File: src/rtl/uart_pkg.sv
// uart_pkg: definitions shared by the UART transmitter and receiver.
// Holds the line-level constants, the data width and the frame FSM state type.
package uart_pkg;

  // Payload bits per frame.
  localparam int DATA_BITS = 8;

  // Serial line levels.
  localparam logic LINE_IDLE  = 1'b1;
  localparam logic LINE_START = 1'b0;
  localparam logic LINE_STOP  = 1'b1;

  // Frame sequencer states. PARITY is only visited when parity is built in.
  typedef enum logic [2:0] {
    ST_IDLE   = 3'd0,
    ST_START  = 3'd1,
    ST_DATA   = 3'd2,
    ST_PARITY = 3'd3,
    ST_STOP   = 3'd4
  } uart_state_e;

  // Even parity: the bit that makes the total count of ones (data + parity) even.
  function automatic logic even_parity(input logic [DATA_BITS-1:0] d);
    return ^d;
  endfunction

endpackage

File: src/rtl/uart_tx_fifo.sv
// uart_tx_fifo: small synchronous FIFO with first-word-fall-through output.
// The head byte is visible on pop_data whenever the FIFO is non-empty.
// Pushes into a full FIFO are dropped even when a pop happens in the same cycle.
module uart_tx_fifo
  import uart_pkg::*;
#(
  parameter int DEPTH_LOG2 = 2
) (
  input  logic                  CLK,
  input  logic                  rst,
  input  logic [DATA_BITS-1:0]  push_data,
  input  logic                  push,
  input  logic                  pop,
  output logic [DATA_BITS-1:0]  pop_data,
  output logic [DEPTH_LOG2:0]   count,
  output logic                  full,
  output logic                  empty
);

  localparam int DEPTH = 1 << DEPTH_LOG2;
  localparam logic [DEPTH_LOG2:0]   FULL_COUNT = (DEPTH_LOG2 + 1)'(DEPTH);
  localparam logic [DEPTH_LOG2:0]   CNT_ONE    = (DEPTH_LOG2 + 1)'(1);
  localparam logic [DEPTH_LOG2-1:0] PTR_ONE    = DEPTH_LOG2'(1);

  logic [DATA_BITS-1:0]  mem [DEPTH];
  logic [DEPTH_LOG2-1:0] wr_ptr_q, wr_ptr_d;
  logic [DEPTH_LOG2-1:0] rd_ptr_q, rd_ptr_d;
  logic [DEPTH_LOG2:0]   count_q, count_d;
  logic                  push_ok;
  logic                  pop_ok;

  assign full     = (count_q == FULL_COUNT);
  assign empty    = (count_q == '0);
  assign count    = count_q;
  assign pop_data = mem[rd_ptr_q];

  // Qualify requests against occupancy and advance pointers / occupancy.
  always_comb begin
    push_ok  = push && !full;
    pop_ok   = pop && !empty;
    wr_ptr_d = wr_ptr_q;
    rd_ptr_d = rd_ptr_q;
    count_d  = count_q;
    if (push_ok) begin
      wr_ptr_d = wr_ptr_q + PTR_ONE;
    end
    if (pop_ok) begin
      rd_ptr_d = rd_ptr_q + PTR_ONE;
    end
    case ({push_ok, pop_ok})
      2'b10:   count_d = count_q + CNT_ONE;
      2'b01:   count_d = count_q - CNT_ONE;
      default: count_d = count_q;
    endcase
  end

  // Pointer and occupancy registers; reset empties the FIFO.
  always_ff @(posedge CLK) begin
    if (rst) begin
      wr_ptr_q <= '0;
      rd_ptr_q <= '0;
      count_q  <= '0;
    end else begin
      wr_ptr_q <= wr_ptr_d;
      rd_ptr_q <= rd_ptr_d;
      count_q  <= count_d;
    end
  end

  // Storage array; contents need no reset because occupancy gates every read.
  always_ff @(posedge CLK) begin
    if (push_ok) begin
      mem[wr_ptr_q] <= push_data;
    end
  end

endmodule

File: src/rtl/uart_tx.sv
// uart_tx: FIFO-buffered UART transmitter, 8 data bits, one stop bit.
// Each bit lasts CLKS_PER_BIT clocks (must be >= 2). Frames for queued bytes
// are sent back to back with no idle gap.
// Build option: define UART_TX_PARITY_EN to insert an even-parity bit between
// the last data bit and the stop bit (11-bit frame instead of 10).
module uart_tx
  import uart_pkg::*;
#(
  parameter int CLKS_PER_BIT    = 104,
  parameter int FIFO_DEPTH_LOG2 = 2
) (
  input  logic                       CLK,
  input  logic                       rst,
  input  logic [DATA_BITS-1:0]       tx_data,
  input  logic                       tx_valid,
  output logic                       tx_ready,
  output logic                       tx_serial,
  output logic                       tx_busy,
  output logic [FIFO_DEPTH_LOG2:0]   fifo_count
);

  localparam int CNT_W = $clog2(CLKS_PER_BIT);
  localparam int IDX_W = $clog2(DATA_BITS);
  localparam logic [CNT_W-1:0] CNT_LAST = CNT_W'(CLKS_PER_BIT - 1);
  localparam logic [CNT_W-1:0] CNT_ONE  = CNT_W'(1);
  localparam logic [IDX_W-1:0] IDX_LAST = IDX_W'(DATA_BITS - 1);
  localparam logic [IDX_W-1:0] IDX_ONE  = IDX_W'(1);

  uart_state_e           state_q;
  logic [CNT_W-1:0]      cnt_q;
  logic [IDX_W-1:0]      bit_idx_q;
  logic [DATA_BITS-1:0]  shift_q;
  logic                  tx_serial_q;
`ifdef UART_TX_PARITY_EN
  logic                  parity_q;
`endif

  logic                  bit_done;
  logic                  fifo_pop;
  logic                  fifo_full;
  logic                  fifo_empty;
  logic [DATA_BITS-1:0]  fifo_head;

  uart_tx_fifo #(
    .DEPTH_LOG2 (FIFO_DEPTH_LOG2)
  ) u_fifo (
    .CLK       (CLK),
    .rst       (rst),
    .push_data (tx_data),
    .push      (tx_valid),
    .pop       (fifo_pop),
    .pop_data  (fifo_head),
    .count     (fifo_count),
    .full      (fifo_full),
    .empty     (fifo_empty)
  );

  assign tx_ready  = !fifo_full;
  assign tx_serial = tx_serial_q;
  assign tx_busy   = !((state_q == ST_IDLE) && fifo_empty);

  // A new frame is fetched either from idle or right at the end of a stop bit,
  // which is what keeps consecutive frames gap-free.
  always_comb begin
    bit_done = (cnt_q == CNT_LAST);
    fifo_pop = !fifo_empty &&
               ((state_q == ST_IDLE) || ((state_q == ST_STOP) && bit_done));
  end

  // Frame sequencer: state, bit timing, shifter and the registered line driver.
  always_ff @(posedge CLK) begin
    if (rst) begin
      state_q     <= ST_IDLE;
      cnt_q       <= '0;
      bit_idx_q   <= '0;
      shift_q     <= '0;
      tx_serial_q <= LINE_IDLE;
`ifdef UART_TX_PARITY_EN
      parity_q    <= 1'b0;
`endif
    end else begin
      // Bit-period counter: held at zero while idle, wraps at the end of each bit.
      if ((state_q == ST_IDLE) || bit_done) begin
        cnt_q <= '0;
      end else begin
        cnt_q <= cnt_q + CNT_ONE;
      end

      // Capture the head byte for the whole frame when it leaves the FIFO.
      if (fifo_pop) begin
        shift_q <= fifo_head;
`ifdef UART_TX_PARITY_EN
        parity_q <= even_parity(fifo_head);
`endif
      end

      case (state_q)
        ST_IDLE: begin
          if (fifo_pop) begin
            state_q     <= ST_START;
            tx_serial_q <= LINE_START;
          end
        end

        ST_START: begin
          if (bit_done) begin
            state_q     <= ST_DATA;
            bit_idx_q   <= '0;
            tx_serial_q <= shift_q[0];
          end
        end

        ST_DATA: begin
          if (bit_done) begin
            if (bit_idx_q == IDX_LAST) begin
`ifdef UART_TX_PARITY_EN
              state_q     <= ST_PARITY;
              tx_serial_q <= parity_q;
`else
              state_q     <= ST_STOP;
              tx_serial_q <= LINE_STOP;
`endif
            end else begin
              bit_idx_q   <= bit_idx_q + IDX_ONE;
              shift_q     <= {1'b0, shift_q[DATA_BITS-1:1]};
              tx_serial_q <= shift_q[1];
            end
          end
        end

`ifdef UART_TX_PARITY_EN
        ST_PARITY: begin
          if (bit_done) begin
            state_q     <= ST_STOP;
            tx_serial_q <= LINE_STOP;
          end
        end
`endif

        ST_STOP: begin
          if (bit_done) begin
            if (fifo_pop) begin
              state_q     <= ST_START;
              tx_serial_q <= LINE_START;
            end else begin
              state_q     <= ST_IDLE;
              tx_serial_q <= LINE_IDLE;
            end
          end
        end

        default: begin
          state_q     <= ST_IDLE;
          tx_serial_q <= LINE_IDLE;
        end
      endcase
    end
  end

endmodule

File: config.mk
export PLATFORM = sky130hd
export DESIGN_NAME = uart_tx
export DESIGN_NICKNAME = d
export VERILOG_FILES = /design/src/rtl/uart_pkg.sv /design/src/rtl/uart_tx_fifo.sv /design/src/rtl/uart_tx.sv
export SDC_FILE = /design/constraint.sdc
export NUM_CORES = 1
export LEC_CHECK = 0
export ABC_AREA = 1
export CORE_ASPECT_RATIO = 0.5
export CORE_MARGIN = 2
export CORE_UTILIZATION = 59
export DETAILED_ROUTE_END_ITERATION = 6
export PLACE_DENSITY_LB_ADDON = 0.05
export SLEW_MARGIN = 20
export SYNTH_ARGS = -nofsm -noshare
export SYNTH_HDL_FRONTEND = slang
export SYNTH_SLANG_ARGS = --single-unit
File: constraint.sdc
create_clock -name CLK -period 2.7 [get_ports CLK]
set_input_delay 0.675 -clock CLK [delete_from_list [all_inputs] [get_ports CLK]]
set_output_delay 0.675 -clock CLK [all_outputs]
set_load 0.02 [all_outputs]
==> Word level (Yosys, flattened, before mapping) <==
Memories as Yosys holds them, arrays and structs flattened. A register that Yosys moved wholly into a read port is not among the register bits.
Cells that the tools add are included.
{ "word_totals": {"ramBits": 32, "input_bits": 11, "wordCells": 74, "out_inout_bits": 6, "mem_count": 1, "ff_bits": 29} }
{ "classes": {"mux": 27, "n_reduce_logical": 18, "n_eq_ne": 14, "addsub": 6} }
{ "mem_list": {"columns": ["memory", "depth", "width", "rd", "rd_clocked_by_memory_dff", "wr", "line", "rtl"], "rows": [
  ["u_fifo.mem", 4, 8, 1, 1, 1, "uart_tx_fifo.sv:25", "logic [DATA_BITS-1:0] mem [DEPTH];"]
]} }
{ "ops": {"columns": ["op", "count"], "rows": [
  ["$mux W8", 4],
  ["$mux W3", 8],
  ["$pmux W3 S2", 2],
  ["$pmux W3 S4", 1],
  ["$ne A2 B2 Y1 const B", 5],
  ["$eq A3 B3 Y1 const B", 3],
  ["$mux W1", 9],
  ["$reduce_and A4 Y1", 2],
  ["$add A7 B1 Y7 const B", 1],
  ["$eq A7 B7 Y1 const B", 1],
  ["$add A3 B1 Y3 const B", 2],
  ["$logic_not A3 Y1", 2],
  ["$logic_and A1 B1 Y1", 5],
  ["$reduce_and A5 Y1", 1],
  ["$add A2 B1 Y2 const B", 2],
  ["$mux W2", 2],
  ["$pmux W1 S4", 1],
  ["$reduce_bool A2 Y1", 2],
  ["$eq A3 B1 Y1 const B", 1],
  ["$eq A3 B2 Y1 const B", 1],
  ["$logic_not A1 Y1", 3],
  ["$sub A3 B1 Y3 const B", 1],
  ["$eq A2 B1 Y1 const B", 1],
  ["$eq A2 B2 Y1 const B", 1],
  ["other kinds (3)", 4]
]} }

==> Longest topological paths before layout <==
Gate-level depths: netlist of run 1.
{ "depth": {"ltp_word": 8, "mapped_depth": 14, "depth_no_buf": 14} }

==> By module <==
Synthesis of run 1 repeated with hierarchy kept, for this count alone.
{ "hier_totals": {"hier_cells": 317, "area_unflattened_um2": 2886.5} }
{ "by_module_without_submodules": {"columns": ["mod", "cells_each", "instances", "area_each_um2"], "rows": [
  ["uart_tx_fifo", 146, 1, 1691.6],
  ["uart_tx", 171, 1, 1194.9]
]} }

==> Worst setup path after synthesis of run 1 <==
OpenSTA, ideal clock, no wires.
{ "synth_timing": {"kind": "flip-flop to flip-flop", "startpoint": "register u_fifo.count_q[1] (netlist: u_fifo.count[1])", "endpoint": "register u_fifo.count_q[2] (netlist: u_fifo.count[2])", "path_stages_with_launch": 11, "path_slack_ps": 558, "arrival_ps": 2019, "cell_sequence": "dfxtp_1 -> nor2_1 -> nand2_1 -> nand2_2 -> ha_1 -> inv_1 -> fa_1 -> a21oi_1 -> o21ai_0 -> o21ai_0 -> a21oi_1"} }
{ "synth_via": {"elab_cells_between_ends": 13} }
{ "synth_lines": {"columns": ["item", "line", "rtl"], "rows": [
  ["start: declaration", "uart_tx_fifo.sv:28", "logic [DEPTH_LOG2:0] count_q, count_d;"],
  ["start signal: assignment", "uart_tx_fifo.sv:66", "count_q <= count_d;"],
  ["$eq A3 B3 Y1 (*)", "uart_tx_fifo.sv:32", "assign full = (count_q == FULL_COUNT);"],
  ["$logic_not A1 Y1 (*)", null, null],
  ["named net tx_ready", "uart_tx.sv:16", "output logic tx_ready,"],
  ["$logic_and A1 B1 Y1 (*)", "uart_tx_fifo.sv:39", "push_ok = push && !full;"],
  ["$eq A2 B1 Y1 / $eq A2 B2 Y1 (equally long branches)", "uart_tx_fifo.sv:50", "case ({push_ok, pop_ok})"],
  ["$pmux W3 S2 / $reduce_bool A2 Y1 (equally long branches)", null, null]
]} }
The timed path passes the listed nets; every way through them passes the cells marked *.
A chain may end at the register's enable or synchronous reset.

==> Worst setup path after layout of run 1 <==
{ "layout_timing": {"startpoint": "register u_fifo.count_q[1] (netlist: u_fifo.count[1])", "endpoint": "output tx_busy"} }
{ "layout_via": {"elab_chain_cells": 3} }
{ "layout_lines": {"columns": ["item", "line", "rtl"], "rows": [
  ["$logic_not A3 Y1", "uart_tx_fifo.sv:33", "assign empty = (count_q == '0);"],
  ["$logic_and A1 B1 Y1", "uart_tx.sv:60", "assign tx_busy = !((state_q == ST_IDLE) && fifo_empty);"],
  ["$logic_not A1 Y1", "uart_tx.sv:60", null],
  ["end: declaration", "uart_tx.sv:18", "output logic tx_busy,"]
]} }
Every way passes these cells.

==> results of run 1 <==
==> final cells by class <==
type / instances / area (µm²)
clock inverter: 6 / 46.3
tap: 70 / 87.6
sequential: 63 / 1580
clock buffer: 10 / 128
multi-input combinational: 203 / 1070
fill: 406 / 1500
timing repair buffer: 22 / 205
inverter: 68 / 255
==> kinds of logic (layout without fill, tap and decap cells) <==
kind of cell | after synthesis | in the layout | synth area share [%]
buffers and inverters | 75 | 106 | 10.3
adder cells (fa/ha/maj) | 9 | 9 | 4.07
flip-flops | 63 | 63 | 53.6
AND/OR/NAND/NOR | 154 | 154 | 24.1
AO/OA/AOI/OAI | 37 | 37 | 7.04
XOR/XNOR | 3 | 3 | 0.891
==> power groups by stage <==
stage                     Combinational, mW  Sequential, mW  Clock, mW
after floorplan                       0.979            1.33          0
after global routing                   1.48            1.33      0.764
after CTS                              1.31            1.32      0.727
final                                  1.31            1.32      0.718
after global placement                 1.26            1.33          0
after detailed placement               1.30            1.34          0
==> state kept, by name, indices dropped and copies added, names as in the netlist, named ones only <==
register,cells
state_q,3
shift_q,8
cnt_q,7
u_fifo.count,3
bit_idx_q,3
u_fifo.rd_ptr_q,2
u_fifo.wr_ptr_q,2
tx_serial,1
u_fifo.mem,32
==> critical path, stage by stage (launching register included) <==
cell and delay [ns]:
dfxtp_1 0.34, nor2_1 0.29, nand2_1 0.10, nor2_1 0.15, inv_1 0.09, clkdlybuf4s50_1 0.57
==> placed cells by master (no fill, tap or decap), types with 2 or more instances in the layout <==
master,instances
a21oi_1,13
buf_4,6
clkbuf_8,9
clkdlybuf4s50_1,16
clkinv_4,2
clkinvlp_4,2
dfxtp_1,31
edfxtp_1,32
ha_1,8
inv_1,63
inv_2,5
nand2_1,71
nand2_2,9
nand3_1,26
nand3_2,5
nor2_1,34
nor2_2,2
nor2_4,2
o21ai_0,15
o21ai_1,3
xor2_1,2
==> path summary, 6_finish.rpt <==
path	from	endpoint	slack, ns
worst max-delay path	u_fifo.count[1]$_SDFFE_PP0P_	tx_busy	0.16
worst min-delay path	tx_serial$_SDFFE_PP1P_	tx_serial$_SDFFE_PP1P_	0.47
worst max register to register	cnt_q[0]$_SDFF_PP0_	u_fifo.count[2]$_SDFFE_PP0P_	0.19
worst min register to register	tx_serial$_SDFFE_PP1P_	tx_serial$_SDFFE_PP1P_	0.47
==> per-layer routing <==
layer  vias to the layer above  GRT usage [%]
li1                       1129              -
met1                       997           24.5
met2                        40           36.6
met3                         7           6.30
met4                         0           9.23
met5                         -              0
==> through the flow <==
step | worst slack [ns] | power [mW] | instance area (µm²) | utilization [%]
5_1_grt | 0.0356 | 3.58 | 3370 | 69.3
3_5_place_dp | 0.260 | 2.63 | 3200 | 65.7
6_report | 0.162 | 3.35 | 3370 | 69.3
4_1_cts | 0.147 | 3.36 | 3370 | 69.3
3_3_place_gp | 0.322 | 2.59 | 3200 | 65.7
2_1_floorplan | 0.558 | 2.31 | 2950 | -
==> results.yml, run 1 <==
route:
  drt-met1-wl_um: 2590
  met2WireLength_um: 2530
  drc: 0
  vias: 2173
  viasPerCell: 4.92
  drt_wl_total_um: 5370
  wl_met3_um: 206
  dr.max_layer_used: "met4"
  wl_per_cell_um: 12.2
  firstDrtPassIters: 4
  ant_nets: 0
  drt_iter0_markers: 70
power:
  clock_power_share_pct: 21.5
  p_sw_share_pct: 39.9
  peakVddDrop_v: 0.000453
  pwr_density_cell_mw_per_mm2: 994
  pwr-share-seq_pct: 39.3
  p_leak_nw: 1.57
  comb_power_share_pct: 39.3
  p_int_mw: 2.01
  power.switching_mw: 1.34
clocking:
  insertion_delay_ns: 0.34
  cts_sinks: 63
  clkTransAtPathRegs_ns: 0.07
  cts_buffers: 9
  holdBufCountCts: 0
  clock_path_buffers: 2
  cts_tree: "yes"
  h-tree-depth: 3
  root_buffer: "clkbuf_8"
  cts_resized: 0
  post_cts.repair.setup_buffers: 0
timing:
  fin_crit_ns: 2.54
  tightest_slew_ns: 0.491
  setup-tns-final_ns: 0
  slew_headroom_pct: 67.2
  setup_violations: 0
  slew_violations: 0
  whs_ns: 0.472
  period_share_pct: 94.0
  clock.fmax_ghz: 0.394
  hold_viol_final: 0
  rsz0062_at_grt: "false"
  fin_skew_ns: 0.00718
worst_setup_path:
  worstSetupEndpointType: "output pin"
  crit_arrival_ns: 1.86
  required_ns: 2.03
  path_class: "reg -> out"
  cp-start-kind: "register"
  r2r_cells: 14
  path_max_fanout: 4
floorplanning:
  initial_core_util_pct: 60.6
  dieArea_mm2: 0.00562
  die_y_um: 54.0
  die_w_um: 104
  fp.coreArea_mm2: 0.00486
  rows: 18
  io_pins: 17
global_routing:
  antenna_found_initial: 0
  grt_usage_pct: 20.8
  grt_max_degree: 18
  grt_pass1_wl_um: 8660
  grt_overflow: 0
  first_global_vias: 1996
placed_design:
  port_buffers: 16
  gp_congestion: 0.834
  dp.cells: 426
  dp_hpwl_um: 3740
synthesis:
  ys_seq_area_share_pct: 53.6
  syn_nets: 361
  yosys.area.top_type: "edfxtp_1"
  yosys_warnings: 0
  synthCells: 341
  ys.flop_type: "edfxtp_1"
  ys_types: 33
  avgSynthCellArea_um2: 8.65
  synth_top_cells_by_count: "nand2_1 (71), inv_1 (63), nor2_1 (34)"
  synthTopCellsByArea: "edfxtp_1 (33%), dfxtp_1 (21%), nand2_1 (9.0%), inv_1 (8.0%), nand3_1 (4.4%)"
  synth_enable_flop_cells: 32
  yosysTopAreaCellShare_pct: 32.6
  yosys.cell_count.top_type: "nand2_1"
  ys_ff_latch: 63
  synth-async-reset-ratio_pct: 0
  netlist_area_mm2: 0.00295
cells_and_area:
  nets: 387
  areaGrowthSynthToFinish_pct: 14.2
  antenna_cells: 0
  layoutNonFillerInstCount: 442
  final_layout_size_suffix_gt1_share_pct: 12.9
job:
  max_cap_violations: 0
worst_hold_path:
  hp-class: "reg -> reg"
  hold_depth: 2
outcome:
  outcome: "completed"
No activity file was read; power rests on OpenSTA's default activity.
==> inputs of run 2 (changes only) <==
--- a/config.mk
+++ b/config.mk
@@ -5,10 +5,11 @@
 export SDC_FILE = /design/constraint.sdc
 export NUM_CORES = 1
 export LEC_CHECK = 0
-export ABC_AREA = 1
+export ABC_AREA = 0
+export CAP_MARGIN = 0
 export CORE_ASPECT_RATIO = 0.5
 export CORE_MARGIN = 2
-export CORE_UTILIZATION = 59
+export CORE_UTILIZATION = 58
 export DETAILED_ROUTE_END_ITERATION = 6
 export PLACE_DENSITY_LB_ADDON = 0.05
 export SLEW_MARGIN = 20
==> constraint.sdc (replaced) <==
create_clock -name CLK -period 2.7 [get_ports CLK]
set_input_delay 0.675 -clock CLK [delete_from_list [all_inputs] [get_ports CLK]]
set_output_delay 0.675 -clock CLK [all_outputs]
set_load 0.005 [all_outputs]
==> run 2 against run 1 <==
Synthesized area down 6.1%. Core utilization rose by 2.6 points. Worst setup slack improved by 0.11 ns.
==> results.yml, run 2 <==
clocking:
  holdBufCountCts: 0
  root_buffer: "clkbuf_8"
  post_cts.repair.setup_buffers: 0
  clock_path_buffers: 2
  clkTransAtPathRegs_ns: 0.07
  cts_sinks: 63
  h-tree-depth: 3
  insertion_delay_ns: 0.33
  cts_resized: 0
  cts_buffers: 9
  cts_tree: "yes"
route:
  drt-met1-wl_um: 2460
  drt_wl_total_um: 4970
  dr.max_layer_used: "met4"
  wl_met3_um: 218
  wl_per_cell_um: 15.3
  ant_nets: 0
  met2WireLength_um: 2270
  viasPerCell: 5.64
  drc: 0
  vias: 1834
  drt_iter0_markers: 151
  firstDrtPassIters: 5
floorplanning:
  fp.coreArea_mm2: 0.00449
  die_w_um: 102
  rows: 17
  die_y_um: 52.9
  initial_core_util_pct: 61.7
  dieArea_mm2: 0.00538
  io_pins: 17
timing:
  slew_violations: 0
  fin_crit_ns: 2.42
  layout_setup_ws_ns: 0.277
  setup_violations: 0
  period_share_pct: 89.7
  rsz0062_at_grt: "false"
  slew_headroom_pct: 57.3
  tightest_slew_ns: 0.638
  hold_viol_final: 0
  setup-tns-final_ns: 0
  fin_skew_ns: 0.00803
  clock.fmax_ghz: 0.413
cells_and_area:
  final_layout_size_suffix_gt1_share_pct: 14.3
  top_regs: "u_fifo.mem: 32 flops, shift_q: 8 flops, cnt_q: 7 flops"
  utilization_pct: 71.9
  areaGrowthSynthToFinish_pct: 16.5
  layout_commonest_cell: "edfxtp_1"
  nets: 274
  regMostFlops: "u_fifo.mem"
  antenna_cells: 0
  largest_register_ffs: 32
  final_cell_mix: "edfxtp_1 (32), dfxtp_1 (31), nor2_1 (24), clkdlybuf4s50_1 (16), nand3_1 (13)"
synthesis:
  yosys_warnings: 0
  synth_enable_flop_cells: 32
  syn_nets: 252
  netlist_area_mm2: 0.00277
  ys_ff_latch: 63
  synth_top_cells_by_count: "edfxtp_1 (32), dfxtp_1 (31), nor2_1 (24)"
  yosys.area.top_type: "edfxtp_1"
  synthCells: 232
  synth-async-reset-ratio_pct: 0
  yosys.cell_count.top_type: "edfxtp_1"
  yosysTopAreaCellShare_pct: 34.7
  ys_types: 44
  ys.flop_type: "edfxtp_1"
  synthTopCellsByArea: "edfxtp_1 (35%), dfxtp_1 (22%), mux4_2 (6.5%), ha_1 (3.6%), nor2_1 (3.3%)"
  avgSynthCellArea_um2: 11.9
  ys_seq_area_share_pct: 57.1
worst_setup_path:
  crit_slowest_cell: "or3b_1"
  required_ns: 2.96
  path_class: "reg -> reg"
  cpPeakStageDelay_ns: 0.45
  path_max_fanout: 6
  path_cells: "or3b_1 > and2_1 > inv_1 > ha_1 > inv_1 > fa_1 > xor2_1 > or3_1 > a21oi_1"
  path_common_cell: "inv_1"
  worstSetupEndpointType: "register"
  cp-start-kind: "register"
  crit_arrival_ns: 2.68
placed_design:
  dp_hpwl_um: 3280
  port_buffers: 16
  gp_congestion: 0.803
  dpl_worst_slack_ns: 0.0309
global_routing:
  grt_usage_pct: 21.4
  grt_overflow: 0
  grt_max_degree: 25
  grt_pass1_wl_um: 8320
  first_global_vias: 1686
  antenna_found_initial: 0
job:
  max_cap_violations: 0
power:
  pwr_density_cell_mw_per_mm2: 944
  p_leak_nw: 1.16
  peakVddDrop_v: 0.000558
worst_hold_path:
  hp-class: "reg -> reg"
outcome:
  outcome: "completed"
==> run 2: kinds of logic after synthesis <==
family	count (synthesis)	share of synthesized area, %
fa+ha+maj	9	4.34
flops	63	57.1
simple gates	81	16.0
compound gates	40	9.63
buf+inv	22	3.48
mux	10	7.23
xor+xnor	7	2.21
==> run 2: worst paths after layout <==
kind	startpoint	end	slack, ns	depth (start not counted)
setup reg to reg	u_fifo.count[2]$_SDFFE_PP0P_	u_fifo.count[2]$_SDFFE_PP0P_	0.28	9
hold / removal	cnt_q[0]$_SDFF_PP0_	cnt_q[0]$_SDFF_PP0_	0.46	1
hold reg to reg	cnt_q[0]$_SDFF_PP0_	cnt_q[0]$_SDFF_PP0_	0.46	1
setup / recovery	u_fifo.count[2]$_SDFFE_PP0P_	u_fifo.count[2]$_SDFFE_PP0P_	0.28	9
==> run 2: stage by stage <==
step / instance area [µm²] / power (mW) / hold slack, ns / cells
4_1_cts: 3230 / 3.07 / 0.460 / 325
2_1_floorplan: 2770 / 1.89 / 0.413 / 232
3_3_place_gp: 3010 / 2.14 / 0.425 / 309
6_report: 3230 / 3.05 / 0.455 / 325
5_1_grt: 3230 / 3.24 / 0.490 / 325
3_5_place_dp: 3010 / 2.17 / 0.446 / 309
==> run 2: critical path: cells and delay by family, from the launching register on <==
kind / cells / cell delay, ns
AOI/OAI and AO/OA: 1 / 0.15
xor gates and xnor gates: 1 / 0.15
adders and majority gates: 2 / 0.54
buffers and inverters: 2 / 0.14
DFF: 1 / 0.39
and+or+nand+nor: 3 / 0.99
==> run 2: cell type report <==
class	instances	area, µm²
clock buffers	9	124
clock inverters	7	96.3
fillers	316	1260
inverters	10	37.5
multi-input cells	147	1090
flip-flops and latches	63	1580
well taps	66	82.6
repair buffers	23	213
==> run 2: routing by layer <==
| layer | up-vias | track usage, % |
|---|---|---|
| met5 | - | 0 |
| met4 | 0 | 6.76 |
| met3 | 2 | 7.13 |
| li1 | 906 | - |
| met2 | 48 | 31.6 |
| met1 | 878 | 30.0 |
==> run 2: power by group <==
group | switching (mW) | internal [mW] | leakage [nW]
sequential | 0.135 | 1.18 | 0.546
clock | 0.365 | 0.521 | 0.103
combinational | 0.428 | 0.421 | 0.512
==> inputs of run 3 (changes only) <==
--- a/config.mk
+++ b/config.mk
@@ -11,7 +11,7 @@
 export CORE_MARGIN = 2
 export CORE_UTILIZATION = 58
 export DETAILED_ROUTE_END_ITERATION = 6
-export PLACE_DENSITY_LB_ADDON = 0.05
+export PLACE_DENSITY = 0.74
 export SLEW_MARGIN = 20
 export SYNTH_ARGS = -nofsm -noshare
 export SYNTH_HDL_FRONTEND = slang
==> run 3 against run 2 <==
Worst setup slack got worse by 0.030 ns. Global-route usage increased by 0.13 points. First-iteration DRC count grew 15%. Sequential power about the same. Combinational power decreased by 0.6%. Routed wire length decreased by 3.2%. Sequential share of layout area grew 0.66 points. Largest power group unchanged.
==> results.yml, run 3 (synthesized netlist as in run 2, its figures left out) <==
timing:
  tightest_slew_ns: 0.608
  slew_violations: 0
  setup_violations: 0
  rsz0062_at_grt: "false"
  fin_skew_ns: 0.00825
  whs_ns: 0.440
  setup-tns-final_ns: 0
  period_share_pct: 90.9
  layout_setup_ws_ns: 0.247
  clock.fmax_ghz: 0.408
  slew_headroom_pct: 59.3
  fin_crit_ns: 2.45
  hold_viol_final: 0
job:
  max_cap_violations: 0
cells_and_area:
  layout_commonest_cell: "edfxtp_1"
  final.fill_count: 307
  largest_register_ffs: 32
  final_layout_size_suffix_gt1_share_pct: 14.3
  top_regs: "u_fifo.mem: 32 flops, shift_q: 8 flops, cnt_q: 7 flops"
  areaGrowthSynthToFinish_pct: 15.0
  fin_area_mm2: 0.00318
  nets: 274
  antenna_cells: 0
  ff_latch_area_mm2: 0.00158
  multi_input_area_mm2: 0.00109
  final_cell_mix: "edfxtp_1 (32), dfxtp_1 (31), nor2_1 (24), clkdlybuf4s50_1 (16), nand3_1 (13)"
  regMostFlops: "u_fifo.mem"
worst_setup_path:
  rr_endpoint: "u_fifo.count[2]$_SDFFE_PP0P_"
  r2r_start: "u_fifo.count[2]$_SDFFE_PP0P_"
  worstSetupEndpointType: "register"
  path_class: "reg -> reg"
  required_ns: 2.98
  crit_arrival_ns: 2.73
  r2r_cells: 9
  crit_start: "u_fifo.count[2]$_SDFFE_PP0P_"
  path_max_fanout: 6
  rrSetupSlack_ns: 0.25
  cp-start-kind: "register"
worst_hold_path:
  hp-class: "reg -> reg"
  hold_depth: 1
  hp-start: "cnt_q[0]$_SDFF_PP0_"
  hold_end: "cnt_q[0]$_SDFF_PP0_"
placed_design:
  gp_congestion: 0.829
  dp_hpwl_um: 3310
  dpl_worst_slack_ns: 0.0454
  port_buffers: 16
  place_area_mm2: 0.00301
outcome:
  outcome: "completed"
floorplanning:
  die_y_um: 52.9
  io_pins: 17
  die_w_um: 102
  initial_core_util_pct: 61.7
  fp.coreArea_mm2: 0.00449
  dieArea_mm2: 0.00538
  rows: 17
power:
  peakVddDrop_v: 0.000466
  power_mw: 2.88
  p_leak_nw: 1.14
  pwr_density_cell_mw_per_mm2: 906
route:
  wl_per_cell_um: 14.8
  drt_wl_total_um: 4820
  viasPerCell: 5.64
  drc: 0
  drt_iter0_markers: 174
  vias: 1833
  firstDrtPassIters: 5
  ant_nets: 0
global_routing:
  grt_overflow: 0
  first_global_vias: 1710
  antenna_found_initial: 0
  grt_usage_pct: 21.5
  grt_pass1_wl_um: 8320
  grt_max_degree: 25
clocking:
  cts_tree: "yes"
  clkTransAtPathRegs_ns: 0.08
  cts_sinks: 63
  root_buffer: "clkbuf_8"
  cts_resized: 0
  post_cts.repair.setup_buffers: 0
  clock_path_buffers: 2
  cts_buffers: 9
  h-tree-depth: 3
  holdBufCountCts: 0
  insertion_delay_ns: 0.34
run 3: stage by stage:
step                cells  utilization [%]
floorplan             232                -
global placement      309             67.0
detailed placement    309             67.0
CTS                   325             70.9
global route          325             70.9
finish                325             70.9
run 3: worst max-delay path, cell delays in order (launching register included):
cell	delay, ns
dfxtp_1	0.40
or3b_1	0.46
and2_1	0.24
inv_1	0.08
ha_1	0.17
inv_1	0.06
fa_1	0.37
xor2_1	0.16
or3_1	0.30
a21oi_1	0.14
run 3: worst max path at each step:
stage	slack (ns)	endpoint	depth (start not counted)
after floorplan	0.26	u_fifo.count[2]$_SDFFE_PP0P_	12
after global placement	0.1	u_fifo.count[2]$_SDFFE_PP0P_	9
after detailed placement	0.05	u_fifo.count[2]$_SDFFE_PP0P_	9
after CTS	0.26	u_fifo.count[2]$_SDFFE_PP0P_	9
after global routing	0.14	u_fifo.count[2]$_SDFFE_PP0P_	9
final	0.25	u_fifo.count[2]$_SDFFE_PP0P_	9
run 3: metal layers:
metal	share of wire (%)	global-route usage, %	vias up
li1	-	-	909
met1	49	28.7	871
met2	45	32.8	49
met3	5.4	9.11	4
met4	0.75	5.41	0
met5	0	0	-
run 3: power breakdown:
group          switching (mW)  internal, mW
Sequential              0.134          1.18
Combinational           0.422         0.421
Clock                   0.390         0.342
Total                   0.946          1.94
run 3: cell type report:
type,count,share of cell area (%)
Sequential cell,63,49.7
Clock buffer,9,3.89
Multi-Input combinational cell,147,34.3
Tap cell,66,2.59
Inverter,10,1.18
Clock inverter,7,1.69
Timing Repair Buffer,23,6.68
==> RTL change 1: new RTL, settings of run 2 <==
Set the package constant `DATA_BITS` to 4 (it was 8).
--- a/src/rtl/uart_pkg.sv
+++ b/src/rtl/uart_pkg.sv
@@ -4,5 +4,5 @@
 
   // Payload bits per frame.
-  localparam int DATA_BITS = 8;
+  localparam int DATA_BITS = 4;
 
   // Serial line levels.
Interface: changed (resized tx_data); port bits go from 17 to 13. No check against the original RTL was run, so the function may have changed too.
==> RTL change 1 against run 2 <==
Routed wire length fell by 30%; design area fell by 30%; core utilization rose by 1.0 points; setup slack got worse by 0.089 ns; die area fell by 28%; sequential share of layout area fell by 4.7 points; area after synthesis fell by 30%; sequential cell count fell by 21; via count fell by 24%; power fell by 33%; cell count fell by 26%; clock skew rose by 0.0011 ns; worst hold slack got worse by 0.0089 ns; critical path type unchanged.
==> RTL change 1: results (changes against run 2) <==
metric;value;unit;change
outcome;finished, final reports clean;;
maximum fanout along the worst path;4;;-2
sw power;0.679;mW;-27%
DR WL/cell;14.5;um;-5.5%
WP data required;2.93;ns;-0.03 ns
port bufs;12;;-4
number of global-route vias before repair;1301;;-23%
Main synth FF type;dfxtp_1;;
Inst Count DP;234;;-24%
initial DRC count;65;;-57%
R2R cell count;10;;+1
met1 usage;28.3;%;-1.7 points
worst hold slack;0.447;ns;-0.00890 ns
Final GP Congestion;0.836;;+4.1%
crit path to;u_fifo.count[2]$_SDFFE_PP0P_;;
biggest regs;u_fifo.mem (16), cnt_q (7), shift_q (4);;
worst rel slew slack;57.0;%;-0.26 points
sequential area share after synthesis;51.3;%;-5.8 points
hpwl dp;2.49;mm;-24%
area post-placement;2150;um^2;-29%
CTS max path bufs;2;;unchanged
Clk Latency, worst-skew pair;0.30;ns;-0.03 ns
share of cells above drive strength 1;14.4;%;+0.071 points
r2r setup slk;0.19;ns;-0.09 ns
Num CTS Buffers;5;;-4
Pleak;0.821;nW;-29%
All-Layer GR Usage;20.4;%;-1.0 points
first-pass GRT wire length;5.85;mm;-30%
n_diodes;0;;unchanged
clk_skew;0.00914;ns;+0.00111 ns
maximum VDD drop;0.000744;V;+33%
Cells after Synth;181;;-22%
Yosys cell types;43;;-2.3%
Area contributors post-synth;dfxtp_1, edfxtp_1, mux4_2;;
pin count of the biggest net entering global routing;21;;-16%
root buf cell;clkbuf_8;;
pre-CTS setup slack;0.0198;ns;-0.0112 ns
via/cell ratio;5.74;;+1.7%
met3 Use GR;6.03;%;-1.1 points
Layout Nets;216;;-21%
fmax;0.398;GHz;-3.5%
Worst R2R Start;cnt_q[0]$_SDFF_PP0_;;
Mapped Nets;196;;-22%
fin cells;242;;-26%
HP Start;cnt_q[0]$_SDFF_PP0_;;
H-tree levels;2;;-1
DR pass1 iterations;4;;-1
## RTL change 1: cell types whose count changed after synthesis, sizes merged, moves of 4 or more
cell,before,now
edfxtp,32,16
a311oi,9,4
dfxtp,31,26
nand3,13,8
nor2,24,19
o21ai,15,10
clkbuf,6,2
mux4,8,4
## RTL change 1: worst max-delay path: stages, from the launching register on
cell	delay, ns
dfxtp_1	0.35
ha_1	0.23
and3_1	0.22
a21oi_2	0.08
nor2_1	0.24
ha_1	0.24
inv_1	0.07
fa_1	0.37
xor2_1	0.18
or3_1	0.31
a21oi_1	0.14
## RTL change 1: final cells by class
class / instances / area [um^2]
well taps: 40 / 50.0
inverters: 10 / 37.5
clock buffers: 5 / 68.8
multi-input cells: 123 / 885
clock inverters: 3 / 45.0
repair buffers: 19 / 173
flip-flops and latches: 42 / 1000
fillers: 239 / 841
## RTL change 1: metal layers
metal  share of wire (%)  wire, um  vias up
li1                    -         -      700
met1                  52      1810      659
met2                  43      1520       26
met3                 4.2       148        4
met4                0.77        27        0
met5                   0         0        -
## RTL change 1: kinds of logic (layout without fill, tap and decap cells)
group / Yosys count / after routing / share of synthesized area [%]
compound gates: 35 / 35 / 12.4
xor+xnor: 7 / 7 / 3.14
fa+ha+maj: 8 / 8 / 5.52
buf+inv: 16 / 37 / 3.34
flops: 42 / 42 / 51.3
mux: 5 / 5 / 5.13
simple gates: 68 / 68 / 19.1
## RTL change 1: power groups by stage
stage	combinational (mW)	clock [mW]	sequential, mW
floorplan	0.483	0	0.849
global placement	0.662	0	0.875
detailed placement	0.680	0	0.880
CTS	0.691	0.506	0.866
global route	0.767	0.528	0.884
finish	0.689	0.497	0.866
==> RTL change 2: new RTL, settings of run 2 <==
Made on the original files. Register the output `fifo_count`, with the module's reset; this adds one clock of latency there. The other outputs are not delayed to match.
--- a/src/rtl/uart_tx.sv
+++ b/src/rtl/uart_tx.sv
@@ -27,4 +27,6 @@
   localparam logic [IDX_W-1:0] IDX_ONE  = IDX_W'(1);
 
+  logic [FIFO_DEPTH_LOG2:0] fifo_count_d;
+
   uart_state_e           state_q;
   logic [CNT_W-1:0]      cnt_q;
@@ -51,5 +53,5 @@
     .pop       (fifo_pop),
     .pop_data  (fifo_head),
-    .count     (fifo_count),
+    .count     (fifo_count_d),
     .full      (fifo_full),
     .empty     (fifo_empty)
@@ -158,4 +160,12 @@
   end
 
+  always_ff @(posedge CLK) begin
+    if (rst) begin
+      fifo_count <= '0;
+    end else begin
+      fifo_count <= fifo_count_d;
+    end
+  end
+
 endmodule
 
Formal check against the unedited RTL: not equivalent (a bounded check fails within 4 cycles, from zero or initial values and one cycle with rst high).
==> RTL change 2 against run 2 <==
Design area increased by 2.1%; non-clock buffer count decreased by 1; clock skew about the same; via count increased by 1.2%; power decreased by 1.8%; combinational power decreased by 0.5%; area after synthesis increased by 3.5%; routed wire length decreased by 2.7%; sequential cell count increased by 3; setup slack got worse by 0.059 ns.
==> RTL change 2: results (changes against run 2) <==
metric;value;unit;change
Critical-path top delay cell;fa_1;;
Signal buffers;22;;-4.3%
post-synth top area share;33.5;%;-1.2 points
All-Layer GR Usage;19.6;%;-1.8 points
Inst Count DP;318;;+2.9%
ANT nets after route;0;;unchanged
Pwr Density;908;nW/um^2;-3.8%
Sequential Area;1640;um^2;+3.8%
Total Wirelength;4.84;mm;-2.7%
ys async rst share;0;%;unchanged
area post-placement;3100;um^2;+3.2%
Area contributors post-synth;edfxtp_1, dfxtp_1, mux4_2;;
clock sink count;66;;+4.8%
hpwl dp;3.40;mm;+3.7%
clock-cell share of area;5.85;%;-0.98 points
sequential area share after synthesis;57.3;%;+0.18 points
total number of vias;1856;;+1.2%
setup ws final;0.218;ns;-0.0593 ns
Pleak;1.14;nW;-2.3%
fin cells;333;;+2.5%
crit path from;cnt_q[0]$_SDFF_PP0_;;
initial DRC count;162;;+7.3%
signal buffers share of area;6.23;%;-0.36 points
most instantiated cells after synthesis;dfxtp_1, edfxtp_1, nor2_1;;
CLK BUF;9;;unchanged
WHS Endpoint;cnt_q[0]$_SDFF_PP0_;;
DR pass1 iterations;4;;-1
n_diodes;0;;unchanged
number of global-route vias before repair;1667;;-1.1%
Final GP Congestion;0.808;;+0.60%
clk_skew;0.00812;ns;+0.0000871 ns
first-pass GRT wire length;7.90;mm;-5.1%
Largest stage delay, worst path;0.37;ns;-0.08 ns
Gates resized, CTS repair;0;;unchanged
core box area;4840;um^2;+7.9%
fillers;364;;+15%
HP Start;cnt_q[0]$_SDFF_PP0_;;
R2R cell count;10;;+1
comb_multi_in;150;;+2.0%
pin count of the biggest net entering global routing;28;;+12%
outcome;finished, final reports clean;;
pre-CTS setup slack;0.0438;ns;+0.0128 ns
CP top delay family;adder cells;;
multi-input logic portion of the cell area;34.3;%;+0.45 points
Cells after Synth;238;;+2.6%
maximum VDD drop;0.000496;V;-11%
worst rel slew slack;59.7;%;+2.4 points
Mapped Nets;258;;+2.4%
Yosys cell types;45;;+2.3%
Layout Nets;279;;+1.8%
share of cells above drive strength 1;14.1;%;-0.22 points
worst hold slack;0.446;ns;-0.00917 ns
worst hold path depth;1;;unchanged
CP arrival;2.74;ns;+0.06 ns
RTL change 2: metal layers:
| layer | up-vias | global-route usage (%) | share of wire (%) |
|---|---|---|---|
| li1 | 924 | - | - |
| met1 | 890 | 26.3 | 48 |
| met2 | 38 | 30.6 | 47 |
| met3 | 4 | 6.62 | 4.7 |
| met4 | 0 | 6.14 | 0.76 |
| met5 | - | 0 | 0 |
RTL change 2: where the power goes:
part / internal [mW] / total [mW] / switching [mW]
Combinational: 0.413 / 0.844 / 0.431
Clock: 0.422 / 0.785 / 0.363
Sequential: 1.23 / 1.36 / 0.133
Total: 2.06 / 2.99 / 0.927
RTL change 2: cells by family after synthesis:
group                    count (synthesis)  share of synthesized area [%]
buffers and inverters                   22                           3.32
AND/OR/NAND/NOR                         84                           16.4
adder cells (fa/ha/maj)                  9                           4.19
multiplexers                             8                           6.29
flip-flops                              66                           57.3
AO/OA/AOI/OAI                           42                           10.4
XOR/XNOR                                 7                           2.14
